===== src/rtl/step_controller.sv =====
// step_controller: run/halt/single-step controller turning slowCLK rises into one-cycle cpu_en pulses.
// Define STEP_COUNT_EN to implement the step_count pulse counter (tied to 0 otherwise).
module step_controller #(
    parameter int DEBOUNCE_CYCLES = 16,
    parameter int COUNT_W         = 16
) (
    input  logic               CLK,
    input  logic               RST_N,
    input  logic               slowCLK,
    input  logic               run,
    input  logic               step_btn,
    input  logic               halt_req,
    output logic               cpu_en,
    output logic [1:0]         state,
    output logic [COUNT_W-1:0] step_count
);
    typedef enum logic [1:0] {HALT = 2'b00, RUN = 2'b01, STEP = 2'b10, WAIT_REL = 2'b11} state_t;

    state_t      cur, nxt;
    logic        slow_s1, slow_s2, slow_prev;
    logic        btn_s1, btn_s2;
    logic        db_lvl, db_prev;
    logic [15:0] db_cnt;
    logic        tick, step_req, en_nxt;

    assign state    = cur;
    assign tick     = slow_s2 & ~slow_prev;
    assign step_req = db_lvl & ~db_prev;

    always_ff @(posedge CLK or negedge RST_N) begin
        if (!RST_N) begin
            {slow_s1, slow_s2, slow_prev} <= '0;
            {btn_s1, btn_s2}              <= '0;
        end else begin
            slow_s1   <= slowCLK;
            slow_s2   <= slow_s1;
            slow_prev <= slow_s2;
            btn_s1    <= step_btn;
            btn_s2    <= btn_s1;
        end
    end

    // counter only runs while the synchronized button disagrees with the debounced level
    always_ff @(posedge CLK or negedge RST_N) begin
        if (!RST_N) begin
            db_lvl  <= 1'b0;
            db_prev <= 1'b0;
            db_cnt  <= '0;
        end else begin
            db_prev <= db_lvl;
            if (btn_s2 == db_lvl) begin
                db_cnt <= '0;
            end else if (db_cnt == 16'(DEBOUNCE_CYCLES - 1)) begin
                db_lvl <= btn_s2;
                db_cnt <= '0;
            end else begin
                db_cnt <= db_cnt + 16'd1;
            end
        end
    end

    always_ff @(posedge CLK or negedge RST_N) begin
        if (!RST_N) cur <= HALT;
        else        cur <= nxt;
    end

    always_comb begin
        nxt = cur;
        case (cur)
            HALT:     nxt = (run && !halt_req) ? RUN : step_req ? STEP : HALT;
            RUN:      nxt = (halt_req || !run) ? HALT : RUN;
            STEP:     nxt = tick ? WAIT_REL : STEP;
            WAIT_REL: nxt = db_lvl ? WAIT_REL : HALT;
            default:  nxt = HALT;
        endcase
    end

    always_comb begin
        en_nxt = ((cur == RUN) && tick && run && !halt_req) || ((cur == STEP) && tick);
    end

    always_ff @(posedge CLK or negedge RST_N) begin
        if (!RST_N) cpu_en <= 1'b0;
        else        cpu_en <= en_nxt;
    end

`ifdef STEP_COUNT_EN
    always_ff @(posedge CLK or negedge RST_N) begin
        if (!RST_N)      step_count <= '0;
        else if (cpu_en) step_count <= step_count + COUNT_W'(1);
    end
`else
    assign step_count = '0;
`endif
endmodule


===== config.mk =====
export PLATFORM = sky130hd
export DESIGN_NAME = step_controller
export DESIGN_NICKNAME = d
export VERILOG_FILES = /design/src/rtl/step_controller.sv
export SDC_FILE = /design/constraint.sdc
export NUM_CORES = 1
export LEC_CHECK = 0
export ABC_AREA = 1
export CAP_MARGIN = 20
export CELL_PAD_IN_SITES_DETAIL_PLACEMENT = 1
export CELL_PAD_IN_SITES_GLOBAL_PLACEMENT = 2
export CORE_ASPECT_RATIO = 1.2
export CORE_MARGIN = 5
export CORE_UTILIZATION = 30
export DETAILED_ROUTE_END_ITERATION = 7
export GPL_TIMING_DRIVEN = 0
export PLACE_DENSITY = 0.77
export SETUP_SLACK_MARGIN = 0.1
export SLEW_MARGIN = 20
export SYNTH_ARGS = -nofsm -noshare
export SYNTH_HDL_FRONTEND = slang
export SYNTH_SLANG_ARGS = --single-unit

===== constraint.sdc =====
create_clock -name CLK -period 1.37 [get_ports CLK]
set_input_delay 0.411 -clock CLK [delete_from_list [all_inputs] [get_ports CLK]]
set_output_delay 0.411 -clock CLK [all_outputs]
set_load 0.005 [all_outputs]

### Word level (Yosys, flattened, before mapping)

Index checks and enable logic that the tools add are counted.

| operators by class | value |
|---|---|
| reductions and logical operators | 11 |
| multiplexer cells | 8 |
| bitwise operators | 5 |
| eq/ne operators | 5 |
| add/subtract/negate cells | 1 |

Operator list:

| operator | number |
|---|---|
| 2-to-1 mux 16 bit | 2 |
| adder 16 x 1 -> 16 bit (second input constant) | 1 |
| == test 16 x 4 -> 1 bit (second input constant) | 1 |
| one-hot mux 2 bit (4 select lines) | 1 |
| 2-to-1 mux 2 bit | 3 |
| logical AND 1 bit | 5 |
| == test 2 bit (second input constant) | 2 |
| NOT 1 bit | 3 |
| bitwise AND 1 bit | 2 |
| == test 2 x 1 -> 1 bit (second input constant) | 1 |
| logical NOT 1 bit | 2 |
| logical NOT 2 bit | 1 |
| logical OR 1 bit | 2 |
| 2-to-1 mux 1 bit | 2 |
| AND reduction 2 bit | 1 |
| == test 1 bit | 1 |

| storage, ports and cells | value |
|---|---|
| bits in registers | 26 |
| output and inout bits | 19 |
| input bits | 6 |

### Longest topological paths before layout

| logic depth | value |
|---|---|
| depth after elaboration | 6 |
| depth in mapped cells | 8 |
| mapped depth without buffers | 8 |

### Worst setup path after synthesis

OpenSTA, ideal clock, no wires.

| path | value |
|---|---|
| path kind | register to register |
| start | register db_cnt[0] |
| end | register db_cnt[4] |
| data required time | 1.249 ns |
| library setup time | 0.121 ns |
| path slack | 0.180 ns |
| cell stages (with the launch flop) | 7 |
| arrival time | 1.069 ns |
| clock period less this slack | 1.190 ns |
| path through | dfrtp_1 > ha_1 > nand3_2 > nor2_1 > nand2_1 > nand2_1 > nor2_1 |

| between the ends | value |
|---|---|
| cells in the longest elaborated chain, start to end | 3 |
| elaborated cells between the ends (all ways) | 4 |
| classes of those cells | 1 x add/sub; 1 x eq/ne; 2 x mux |

Ends and longest elaborated chain:

| item | RTL line | source |
|---|---|---|
| start: declaration | 23 | `logic [15:0] db_cnt;` |
| start signal: assignment | 57 | `db_cnt <= db_cnt + 16'd1;` |
| adder 16 x 1 -> 16 bit / == test 16 x 4 -> 1 bit (equally long branches) | 57, 53 |  |
| 2-to-1 mux 16 bit * | 53 | `end else if (db_cnt == 16'(DEBOUNCE_CYCLES - 1)) begin` |
| 2-to-1 mux 16 bit * | 51 | `if (btn_s2 == db_lvl) begin` |

Mark *: on every way between the ends. The rest lies on a longest branch, timed or not.
A chain may end at the register's enable or synchronous reset.

### Worst setup path after layout

| path | value |
|---|---|
| start | register cur[0] (netlist: state[0]) |
| end | output state[0] |

RTL lines:

| item | RTL line | source |
|---|---|---|
| start: declaration | 19 | `state_t cur, nxt;` |
| start signal: assignment | 64 | `else cur <= nxt;` |
| end: declaration | 14 | `output logic [1:0] state,` |

No word-level cell between the ends.

==> results.env <==
STATUS='finished, final reports clean'
SEQ_AREA_FRAC_SYNTH=0.467
POST-ROUTE-MIN-PERIOD_PS=1220
DRT_DRC_VIOLATIONS_LEFT=0
ANTENNA_VIOLATIONS_BEFORE_REPAIR=0
DRT-PASS1-ITER-COUNT=4
RR_ENDPOINT='db_cnt[10]'
CTS_BUFFERS=3
POSTSYNTHREGISTERBITS=26
YS_WARN_COUNT=0
HOLDCRITPATHCLASS='primary input to async pin'
SWITCHING_SHARE=0.214
TIMING.CRITICAL_PATH.BUF_INV=1
SWITCHINGPOWER_W=0.000340
ROUTED_VIA_DENSITY=4.40
DIEAREA_SQ_MM=0.00611
FINAL_CELL_AREA_SQ_MM=0.00181
WORSTREGTOREGCELLS=7
POWER.DENSITY_mW_PER_MM2=880
FLOORPLAN.CORE_AREA_SQ_MM=0.00456
TIMING.CLOCK.SKEW_PS=4.99
FILL_CELLS=554
WORST_SKEW_PAIR.LATE_LATENCY_PS=270
REPORT.FINAL.SLEW_VIOL_COUNT=0
DRT_ITER0_MARKERS=19
GRTUSAGETOTAL=0.112
FINALHOLDWORSTSLACK_PS=134
SYNTH.LIB_CELLS_USED.DISTINCT=27
SEQPWRFRAC=0.503
INTERNAL_W=0.00125
TIMING.CRITICAL_PATH.FROM_TYPE='flip-flop'
CP_DATA_REQUIRED_TIME_PS=960
YOSYS.AREA.TOP_TYPE_SHARE=0.467
R2R_SETUP_SLACK_PS=160
POSTSYNTHCELLCOUNT=168
CP_MAX_FO=2
SYN-CELL-AREA_SQ_MM=0.00139
NUMBER_OF_HOLD_BUFFERS_ADDED_AFTER_CTS=0
FINAL_NETS=212
YS_ASYNC_SR_FRACTION=1.00
CLOCK_POWER_SHARE=0.407
YS.FLOP_TYPE='dfrtp_1'
IO_PINS=25
ARRIVAL_TIME_AT_THE_WORST_ENDPOINT_PS=810
DRT-WIRELENGTH-PER-CELL_UM=12.7
GRT_PASS1_VIAS=1222
TIMING.SETUP.CRITICAL_PATH_CLASS='flip-flop to output pin'
CTSHTREEMAXLEVEL=1
DRT-TOTAL-WL_UM=3320
CLOCKROOTBUFFER='clkbuf_8'
PATH_DELAY_FAMILY='flip-flops'
COUNT_OF_STANDARD_CELL_ROWS=27
NUMPORTBUFFERS=8
SUM_OF_NEGATIVE_SETUP_SLACK_PS=0
VDD_DROP_MAX_V=0.000473
GRT_FIRST_PASS_WIRELENGTH_UM=5490
DRIVE_ABOVE_1_SHARE=0.294
MAXIMUM_CAPACITANCE_VIOLATIONS=0
NUM_VIAS=1153
YOSYSTOPAREACELL='dfrtp_1'
FINALSETUPVIOLCOUNT=0
SYNTH-EDFF-COUNT=0
DIE_H_UM=84.6
ROUTE.ANTENNA.REMAINING_NETS=0
SHARE_COMB_OF_TOTAL_POWER=0.091
TRITONCTS='yes'
PIN_COUNT_OF_THE_BIGGEST_NET_ENTERING_GLOBAL_ROUTING=27
YS_TOP_CELLS_BY_AREA='dfrtp_1 (47%), nand2_1 (9.4%), buf_4 (8.6%), nor2_1 (8.4%), inv_1 (3.5%)'
PATH_CLK_SLEW_PS=100
SLEW_WORST_PIN_PS=601
DIE-WIDTH_UM=72.2
NUM_ANTENNA_CELLS=0
LAUNCH_INSTANCE_OF_THE_WORST_REGISTER_TO_REGISTER_PATH='db_cnt[1]'
GLOBALROUTEOVERFLOWTOTAL=0
CTS-ROOT-TO-SINK-BUFFERS=2
CRITICAL_PATH.CELL_CHAIN='buf_2'
FINALHOLDVIOLATIONS=0
START_UTIL=0.305
CLOCK-SINKS=26
FINAL_MIN_PERIOD_OVER_CLOCK_PERIOD=0.890
RSZ0062_AT_GRT='yes'
SYNTH.AVG_CELL_AREA_SQ_UM=8.29
CELL_WITH_THE_LARGEST_STAGE_DELAY_ON_THE_WORST_PATH='dfrtp_1'
TIMING.FMAX_MHz=821
PLACEMENT.CELL_AREA_SQ_MM=0.00160
SLEW-LIMIT-HEADROOM=0.599
CP_SLOWEST_STAGE_DELAY_PS=400
FINALWEIGHTEDCONGESTION=0.720
CRITICAL_PATH.ENDPOINT_TYPE='output pin'
POWER.LEAKAGE_nW=0.822
AREA_GROWTH_PCT=29.6
DETAILED_PLACE_HPWL_UM=2520
==> per-layer routing <==
metal | wire length, um | vias up | GRT usage
li1 | - | 570 | -
met1 | 1280 | 569 | 0.119
met2 | 1930 | 12 | 0.220
met3 | 87 | 2 | 0.0156
met4 | 22 | 0 | 0.0325
met5 | 0 | - | 0
==> cells by family (layout without fill, tap and decap cells) <==
| group | count (synthesis) | in the layout | synth area share |
|---|---|---|---|
| compound gates | 10 | 10 | 0.0431 |
| simple gates | 93 | 93 | 0.312 |
| flops | 26 | 26 | 0.467 |
| fa+ha+maj | 1 | 1 | 0.00898 |
| other cells | 1 | 16 | 0.00269 |
| xor+xnor | 5 | 5 | 0.0314 |
| buf+inv | 32 | 53 | 0.135 |
==> placed cells by master, fill, tap and decap left out, types with 2 or more instances in the layout <==
master            n
buf_6             2
nand4_1           6
inv_4             2
clkdlybuf4s50_1   4
xor2_1            3
nand2_2           4
o21ai_1           2
conb_1           16
nor2_1           29
clkbuf_8          3
nor2_4            5
dfrtp_1          21
dfrtp_2           5
nand3_1           7
clkbuf_2          2
o21bai_1          2
o21ai_0           3
nand2_1          33
buf_4            23
inv_1            12
nor2_2            3
buf_2             2
==> cell usage after synthesis, types with 2 or more instances <==
cell type	instances
o21ai_0	3
nor2_2	4
nand2_2	2
inv_2	2
buf_4	16
dfrtp_1	26
nand2_1	35
inv_1	13
nor2_1	31
o21bai_1	2
nor2_4	2
xor2_1	4
nand3_1	8
o21ai_1	2
nand4_1	6
==> power groups by stage <==
stage	sequential (W)	combinational (W)	clock [W]
after floorplan	0.000808	0.0000723	0
after global placement	0.000810	0.000113	0
after CTS	0.000797	0.000127	0.000663
after global routing	0.000802	0.000161	0.000685
after detailed placement	0.000811	0.000116	0
final	0.000799	0.000144	0.000646
==> per-stage QoR <==
| step | util | setup slack (ps) | instances | power, W |
|---|---|---|---|---|
| 6_report | 0.396 | 151 | 262 | 0.00159 |
| 4_1_cts | 0.375 | 59.5 | 256 | 0.00159 |
| 2_1_floorplan | - | 180 | 183 | 0.000881 |
| 5_1_grt | 0.396 | 55.6 | 262 | 0.00165 |
| 3_3_place_gp | 0.351 | -496 | 249 | 0.000923 |
| 3_5_place_dp | 0.350 | -74.9 | 249 | 0.000928 |
==> how the worst max path moves through the flow <==
stage | from | endpoint | cells past startpoint
final | state[0] | state[0] | 1
after global routing | db_cnt[0] | db_cnt[10] | 7
after CTS | state[1] | state[1] | 1
after detailed placement | db_cnt[0] | db_cnt[0] | 6
after global placement | RST_N | db_prev | 1
after floorplan | db_cnt[0] | db_cnt[4] | 6
==> sequential cells by signal (all words and copies together), names as in the netlist <==
| signal | flops |
|---|---|
| db_cnt | 16 |
| state | 2 |
| btn_s1 | 1 |
| btn_s2 | 1 |
| cpu_en | 1 |
| db_lvl | 1 |
| db_prev | 1 |
| slow_prev | 1 |
| slow_s1 | 1 |
| slow_s2 | 1 |
==> final cells by class <==
type                            count  area, sq um  share of cell area
Timing Repair Buffer               17          144              0.0797
Multi-Input combinational cell    125          668               0.370
Buffer                             17          131              0.0728
Clock buffer                        3         41.3              0.0229
Clock inverter                      1         30.0              0.0166
Tap cell                           58         72.6              0.0402
Sequential cell                    26          657               0.364
Inverter                           15         61.3              0.0340
==> what timing repair did <==
action / 4_1_cts / 5_1_grt
pin swaps: 0 / 9
gates resized for setup: 14 / 17
buffers inserted: 3 / 6
endpoints found under the setup margin: 12 / 18
No activity file was read; power rests on OpenSTA's default activity.
